`config.mk`:
```
export PLATFORM = sky130hd
export DESIGN_NAME = encoder_sampler_flat
export DESIGN_NICKNAME = d
export VERILOG_FILES = /design/src/rtl/encoder_sampler_pkg.sv /design/src/rtl/encoder_sampler_if.sv /design/src/rtl/encoder_sampler_enc_filter.sv /design/src/rtl/encoder_sampler.sv /design/src/flat_wrapper.sv
export SDC_FILE = /design/constraint.sdc
export NUM_CORES = 1
export LEC_CHECK = 0
export CORE_MARGIN = 3
export CORE_UTILIZATION = 51
export CTS_CLUSTER_SIZE = 16
export DETAILED_ROUTE_END_ITERATION = 10
export PLACE_DENSITY = 0.75
export SLEW_MARGIN = 0
export SYNTH_ARGS = -nofsm -noshare
export SYNTH_HDL_FRONTEND = slang
export SYNTH_SLANG_ARGS = --single-unit
```
`constraint.sdc`:
```
create_clock -name i_Clk -period 2.6 [get_ports i_Clk]
set_clock_uncertainty 0.2 [all_clocks]
set_input_delay 0.52 -clock i_Clk [delete_from_list [all_inputs] [get_ports i_Clk]]
set_output_delay 0.52 -clock i_Clk [all_outputs]
set_load 0.03 [all_outputs]
```
`src/rtl/encoder_sampler_pkg.sv`:
```
// rtl/encoder_sampler_pkg.sv - shared widths, count-mode encodings and decode helpers
package encoder_sampler_pkg;

    localparam int COUNT_W = 14;
    localparam logic [COUNT_W-1:0] COUNT_MAX = 14'd16383;

    // COUNT_MODE encodings
    localparam int COUNT_MODE_X1 = 0;  // rising edges of filtered A only
    localparam int COUNT_MODE_X4 = 1;  // every single-line Gray transition

    // Result of decoding one previous/current filtered {A,B} pair
    typedef struct packed {
        logic inc;        // one pulse to count
        logic dir_valid;  // dir field is meaningful this cycle
        logic dir;        // 1 = A leads B
        logic err;        // both lines changed at once
    } decode_t;

    // Decode one transition; pairs are {A,B}
    function automatic decode_t decode_pair(input logic [1:0] prev,
                                            input logic [1:0] cur,
                                            input int         mode);
        decode_t    d;
        logic [1:0] chg;
        d   = '0;
        chg = prev ^ cur;
        if (chg == 2'b11) begin
            d.err = 1'b1;
        end else if (mode == COUNT_MODE_X4) begin
            if (chg != 2'b00) begin
                d.inc       = 1'b1;
                d.dir_valid = 1'b1;
                // Forward sequence 00->10->11->01->00
                d.dir = chg[1] ? (cur[1] ^ cur[0]) : ~(cur[1] ^ cur[0]);
            end
        end else if (chg == 2'b10 && cur[1]) begin
            d.inc       = 1'b1;
            d.dir_valid = 1'b1;
            d.dir       = ~cur[0];
        end
        return d;
    endfunction

    // Saturating add of a small increment to the pulse count
    function automatic logic [COUNT_W-1:0] sat_add(input logic [COUNT_W-1:0] cnt,
                                                   input logic [1:0]         add);
        logic [COUNT_W:0] sum;
        sum = {1'b0, cnt} + {{(COUNT_W-1){1'b0}}, add};
        return (sum > {1'b0, COUNT_MAX}) ? COUNT_MAX : sum[COUNT_W-1:0];
    endfunction

endpackage

```
`src/rtl/encoder_sampler_if.sv`:
```
// rtl/encoder_sampler_if.sv - encoder inputs and PID-facing outputs of the sampler
interface encoder_sampler_if;
    import encoder_sampler_pkg::*;

    logic               enc_a;
    logic               enc_b;
    logic               reset_nop;
    logic [COUNT_W-1:0] number_of_pulses;
    logic               PID_timer;
    logic               o_dir;
    logic               o_enc_err;

    modport master (
        output enc_a, enc_b, reset_nop,
        input  number_of_pulses, PID_timer, o_dir, o_enc_err
    );

    modport slave (
        input  enc_a, enc_b, reset_nop,
        output number_of_pulses, PID_timer, o_dir, o_enc_err
    );

endinterface

```
`src/rtl/encoder_sampler_enc_filter.sv`:
```
// rtl/encoder_sampler_enc_filter.sv - 2-flop synchronizer plus run-length glitch filter for one line
module enc_filter #(
    parameter int FILTER_LEN = 4
) (
    input  logic i_Clk,
    input  logic reset,
    input  logic line_i,
    output logic line_o   // filtered value that the line holds after the coming edge
);

    logic       sync1_q, sync2_q;
    logic       filt_q, filt_d;
    logic [3:0] run_q, run_d;

    // Two-stage synchronizer for the asynchronous encoder line
    always_ff @(posedge i_Clk) begin
        if (reset) begin
            sync1_q <= 1'b0;
            sync2_q <= 1'b0;
        end else begin
            sync1_q <= line_i;
            sync2_q <= sync1_q;
        end
    end

    // Count consecutive differing samples; flip on the FILTER_LEN-th one
    always_comb begin
        run_d  = '0;
        filt_d = filt_q;
        if (sync2_q != filt_q) begin
            if (run_q == 4'(FILTER_LEN - 1)) begin
                filt_d = sync2_q;
            end else begin
                run_d = run_q + 4'd1;
            end
        end
    end

    // Filter state register
    always_ff @(posedge i_Clk) begin
        if (reset) begin
            filt_q <= 1'b0;
            run_q  <= '0;
        end else begin
            filt_q <= filt_d;
            run_q  <= run_d;
        end
    end

    // Exposing the next value lets the decoder count on the same edge the line flips
    assign line_o = filt_d;

endmodule

```
`src/rtl/encoder_sampler.sv`:
```
// rtl/encoder_sampler.sv - quadrature decode, saturating pulse count and PID sample-window timer
module encoder_sampler
    import encoder_sampler_pkg::*;
#(
    parameter int SAMPLE_PERIOD = 5_000_000,
    parameter int FILTER_LEN    = 4,
    parameter int COUNT_MODE    = COUNT_MODE_X1
) (
    input  logic              i_Clk,
    input  logic              reset,
    encoder_sampler_if.slave  bus
);

    localparam int              TMR_W    = 24;
    localparam logic [TMR_W-1:0] TMR_LAST = TMR_W'(SAMPLE_PERIOD - 1);

    logic               a_filt, b_filt;
    logic [1:0]         prev_q, prev_d;
    logic [COUNT_W-1:0] count_q, count_d;
    logic               pend_q, pend_d;
    logic [TMR_W-1:0]   tmr_q, tmr_d;
    logic               pid_q, pid_d;
    logic               dir_q, dir_d;
    logic               err_q, err_d;
    decode_t            dec;

    enc_filter #(.FILTER_LEN(FILTER_LEN)) u_filt_a (
        .i_Clk  (i_Clk),
        .reset  (reset),
        .line_i (bus.enc_a),
        .line_o (a_filt)
    );

    enc_filter #(.FILTER_LEN(FILTER_LEN)) u_filt_b (
        .i_Clk  (i_Clk),
        .reset  (reset),
        .line_i (bus.enc_b),
        .line_o (b_filt)
    );

    // Decode, count, direction, error and window timer next-state
    always_comb begin
        prev_d  = {a_filt, b_filt};
        dec     = decode_pair(prev_q, {a_filt, b_filt}, COUNT_MODE);
        count_d = count_q;
        pend_d  = 1'b0;
        dir_d   = dec.dir_valid ? dec.dir : dir_q;
        err_d   = err_q | dec.err;
        pid_d   = (tmr_q == TMR_LAST);
        tmr_d   = (tmr_q == TMR_LAST) ? '0 : tmr_q + 1'b1;

        if (bus.reset_nop) begin
            // Clear wins over any edge decoded this cycle
            count_d = '0;
        end else if (pid_q) begin
            // Hold the count steady while the consumer captures it
            pend_d = dec.inc | pend_q;
        end else begin
            count_d = sat_add(count_q, {1'b0, dec.inc} + {1'b0, pend_q});
        end
    end

    // State registers; reset overrides every count and timer event
    always_ff @(posedge i_Clk) begin
        if (reset) begin
            prev_q  <= 2'b00;
            count_q <= '0;
            pend_q  <= 1'b0;
            tmr_q   <= '0;
            pid_q   <= 1'b0;
            dir_q   <= 1'b0;
            err_q   <= 1'b0;
        end else begin
            prev_q  <= prev_d;
            count_q <= count_d;
            pend_q  <= pend_d;
            tmr_q   <= tmr_d;
            pid_q   <= pid_d;
            dir_q   <= dir_d;
            err_q   <= err_d;
        end
    end

    assign bus.number_of_pulses = count_q;
    assign bus.PID_timer        = pid_q;
    assign bus.o_dir            = dir_q;
    assign bus.o_enc_err        = err_q;

endmodule

```
`src/flat_wrapper.sv`:
```
// flat-port wrapper written by rule: the top's interface ports become plain ports
module encoder_sampler_flat import encoder_sampler_pkg::*;
#(
    parameter int SAMPLE_PERIOD = 5_000_000,
    parameter int FILTER_LEN    = 4,
    parameter int COUNT_MODE    = COUNT_MODE_X1
)
  (i_Clk, reset, bus_enc_a, bus_enc_b, bus_reset_nop, bus_number_of_pulses, bus_PID_timer, bus_o_dir, bus_o_enc_err);
  encoder_sampler_if bus_i ();
  input  logic i_Clk;
  input  logic reset;
  input wire logic [$bits(bus_i.enc_a)-1:0] bus_enc_a;
  input wire logic [$bits(bus_i.enc_b)-1:0] bus_enc_b;
  input wire logic [$bits(bus_i.reset_nop)-1:0] bus_reset_nop;
  output wire logic [$bits(bus_i.number_of_pulses)-1:0] bus_number_of_pulses;
  output wire logic [$bits(bus_i.PID_timer)-1:0] bus_PID_timer;
  output wire logic [$bits(bus_i.o_dir)-1:0] bus_o_dir;
  output wire logic [$bits(bus_i.o_enc_err)-1:0] bus_o_enc_err;
  assign bus_i.enc_a = bus_enc_a;
  assign bus_i.enc_b = bus_enc_b;
  assign bus_i.reset_nop = bus_reset_nop;
  assign bus_number_of_pulses = bus_i.number_of_pulses;
  assign bus_PID_timer = bus_i.PID_timer;
  assign bus_o_dir = bus_i.o_dir;
  assign bus_o_enc_err = bus_i.o_enc_err;
  encoder_sampler #(.SAMPLE_PERIOD(SAMPLE_PERIOD), .FILTER_LEN(FILTER_LEN), .COUNT_MODE(COUNT_MODE)) u_core (.i_Clk(i_Clk), .reset(reset), .bus(bus_i));
endmodule
```
==> metrics.csv <==
metric;value;unit
status;finished clean;
critical path peak fanout;3;
Post-synth EDFFs;0;
Mapped Area;2470;um^2
worst-margin pin slew;0.408;ns
clock sink count;56;
commonest non-fill, non-tap cells in the layout;dfxtp_1 (54), nor2_1 (34), clkdlybuf4s50_1 (21), xnor2_1 (19), a21oi_1 (19);
asr flop ratio synth;0;
fin util;0.641;
# diodes;0;
CP top delay family;adder cells;
most common cell after layout, fill and taps aside;dfxtp_1;
Cell Chain, Critical Path;ha_2 > nand2b_1 > o311a_1 > fa_2 > ha_1 > nand4b_1 > buf_4 > nor2_1 > xnor2_1 > a21oi_1;
CTS Buffer Depth;2;
Mean Syn Cell Area;9.16;um^2
first-pass GRT wire length;8010;um
Total Routing Usage GR;0.180;
CP Launch Type;register;
WL per Instance;13.3;um
Min Clock Period, post-route;2.50;ns
num ports;22;
slowest stage delay, CP;0.40;ns
Iter 0 DRT Violations;86;
num rows;24;
RSZ-0062 raised after global routing;yes;
die height;75.6;um
post-synthesis sequential area ratio;0.453;
Detail Route Antenna Nets;0;
routability cong.;0.785;
final setup fails;0;
Synth cell types;42;
Peak Freq;400;MHz
VDD IR max;367;uV
final worst slack;0.101;ns
Post-Synthesis Cells;270;
fin crit share;0.961;
leakage;0.925;nW
Starting Density;0.549;
post-DP HPWL;3250;um
layout cells sized above 1;0.101;
Crit path required time;2.60;ns
filler cell count;385;
relative max-transition margin;0.725;
CP max stage cell;o311a_1;
Post-layout nets;307;
worst setup path class;reg2reg;
HP Class;reg2reg;
die width;75.6;um
Num CTS Buffers;5;
critical path arrival;2.50;ns
total power per unit cell area;483;nW/um^2
Residual DRC;0;
Post-Syn Nets;280;
CP bufs+invs;1;
latest clock arrival within the worst-skew pair;0.31;ns
TritonRoute pass-1 iters;4;
Die ar.;5720;um^2
flops & latches, synth;56;
hold slack;0.227;ns
Root Driver;clkbuf_8;
# H-tree levels;2;
vias per std cell;5.69;
initial antenna violation count;0;
vias in the first global route;1899;
CTS tree;done;
max_cap viols;0;
Routed WL;4640;um
Layout area overhead;16.9;%
Hold Violations, Final;0;
Core Footprint;4500;um^2
final slew viol count;0;
pre-CTS setup slack;-0.00303;ns
top_reg_cell synth;dfxtp_1;
setup TNS;0;ns
Via Count;1993;
clock slew at reported path FFs;0.11;ns
CP Capture Type;register;
# hold bufs at CTS;0;
largest net degree at the start of global routing;23;
Synth warnings;0;
total gr overflow;0;
IO buf count;21;
[area by class of cell]
type / instances / area (um^2) / area share
inverter: 5 / 18.8 / 0.00650
multi-input combinational: 199 / 1310 / 0.453
tap: 52 / 65.1 / 0.0225
sequential: 56 / 1120 / 0.389
clock buffer: 5 / 68.8 / 0.0238
timing repair buffer: 30 / 278 / 0.0961
clock inverter: 3 / 25.0 / 0.00866
[cell families (layout without fill, tap and decap cells)]
group,Yosys count,after routing,synth area share
compound gates,33,33,0.0774
xor+xnor,28,28,0.0992
fa+ha+maj,5,5,0.0283
buf+inv,15,43,0.0248
flops,56,56,0.453
mux,6,6,0.0243
simple gates,127,127,0.293
[path summary, 6_finish.rpt]
check	startpoint	endpoint	slack [ns]	depth (start not counted)
setup / recovery	u_core.u_filt_b.run_q[0]	u_core.bus.number_of_pulses[6]	0.10	10
hold / removal	u_core.u_filt_b.run_q[0]	u_core.u_filt_b.run_q[0]	0.23	1
setup reg to reg	u_core.u_filt_b.run_q[0]	u_core.bus.number_of_pulses[6]	0.10	10
hold reg to reg	u_core.u_filt_b.run_q[0]	u_core.u_filt_b.run_q[0]	0.23	1
[sequential cells by signal (all words and copies together) (netlist names)]
| name | count |
|---|---|
| u_core.u_filt_b.run_q | 4 |
| u_core.bus.number_of_pulses | 14 |
| u_core.u_filt_b.sync2_q | 1 |
| u_core.bus.o_dir | 1 |
| u_core.tmr_q | 24 |
| u_core.u_filt_b.sync1_q | 1 |
| u_core.pend_q | 1 |
| u_core.u_filt_a.run_q | 4 |
| u_core.u_filt_a.filt_q | 1 |
| u_core.u_filt_a.sync1_q | 1 |
| u_core.prev_q | 1 |
| u_core.bus.PID_timer | 1 |
| u_core.u_filt_a.sync2_q | 1 |
| u_core.bus.o_enc_err | 1 |
[cells in the mapped netlist, types with 3 or more instances]
| library cell | number | share of area |
|---|---|---|
| a21oi_1 | 19 | 0.038 |
| buf_2 | 3 | 0.0061 |
| clkbuf_1 | 6 | 0.0091 |
| dfxtp_1 | 56 | 0.45 |
| ha_1 | 4 | 0.020 |
| inv_1 | 5 | 0.0076 |
| mux2i_1 | 6 | 0.024 |
| nand2_1 | 12 | 0.018 |
| nand3_1 | 16 | 0.032 |
| nand4_1 | 8 | 0.020 |
| nor2_1 | 35 | 0.053 |
| nor2b_1 | 7 | 0.018 |
| nor3_1 | 8 | 0.016 |
| nor3b_1 | 3 | 0.0091 |
| nor4_1 | 9 | 0.023 |
| nor4bb_1 | 3 | 0.012 |
| o21ai_0 | 4 | 0.0081 |
| o31ai_1 | 4 | 0.012 |
| or3_1 | 4 | 0.010 |
| or4_1 | 4 | 0.012 |
| xnor2_1 | 19 | 0.067 |
| xor2_1 | 9 | 0.032 |
[power breakdown]
group	switching (W)	internal (W)	total [W]
Clock	0.000293	0.000197	0.000490
Combinational	0.0000194	0.0000157	0.0000351
Sequential	0.00000677	0.000865	0.000872
Total	0.000319	0.00108	0.00140
[per-stage QoR]
step                      area, um^2  std cells  total power [W]
final                           2890        350          0.00140
after global routing            2890        350          0.00146
after CTS                       2850        347          0.00142
after detailed placement        2750        339         0.000927
after global placement          2750        339         0.000926
after floorplan                 2470        270         0.000914
[per-layer routing]
metal  share of wire  track usage  up-vias
li1                -            -     1014
met1            0.47        0.218      943
met2            0.49        0.310       31
met3           0.028       0.0396        5
met4           0.012       0.0699        0
met5               0            0        -
[repair_timing]
action                                  CTS  global route
pin swaps                                 0             2
resized for setup                         2             5
endpoints found under the hold margin     0             0
endpoints found under the setup margin   10            14
setup buffers                             0             3
Power figures use the tool's default switching activity.
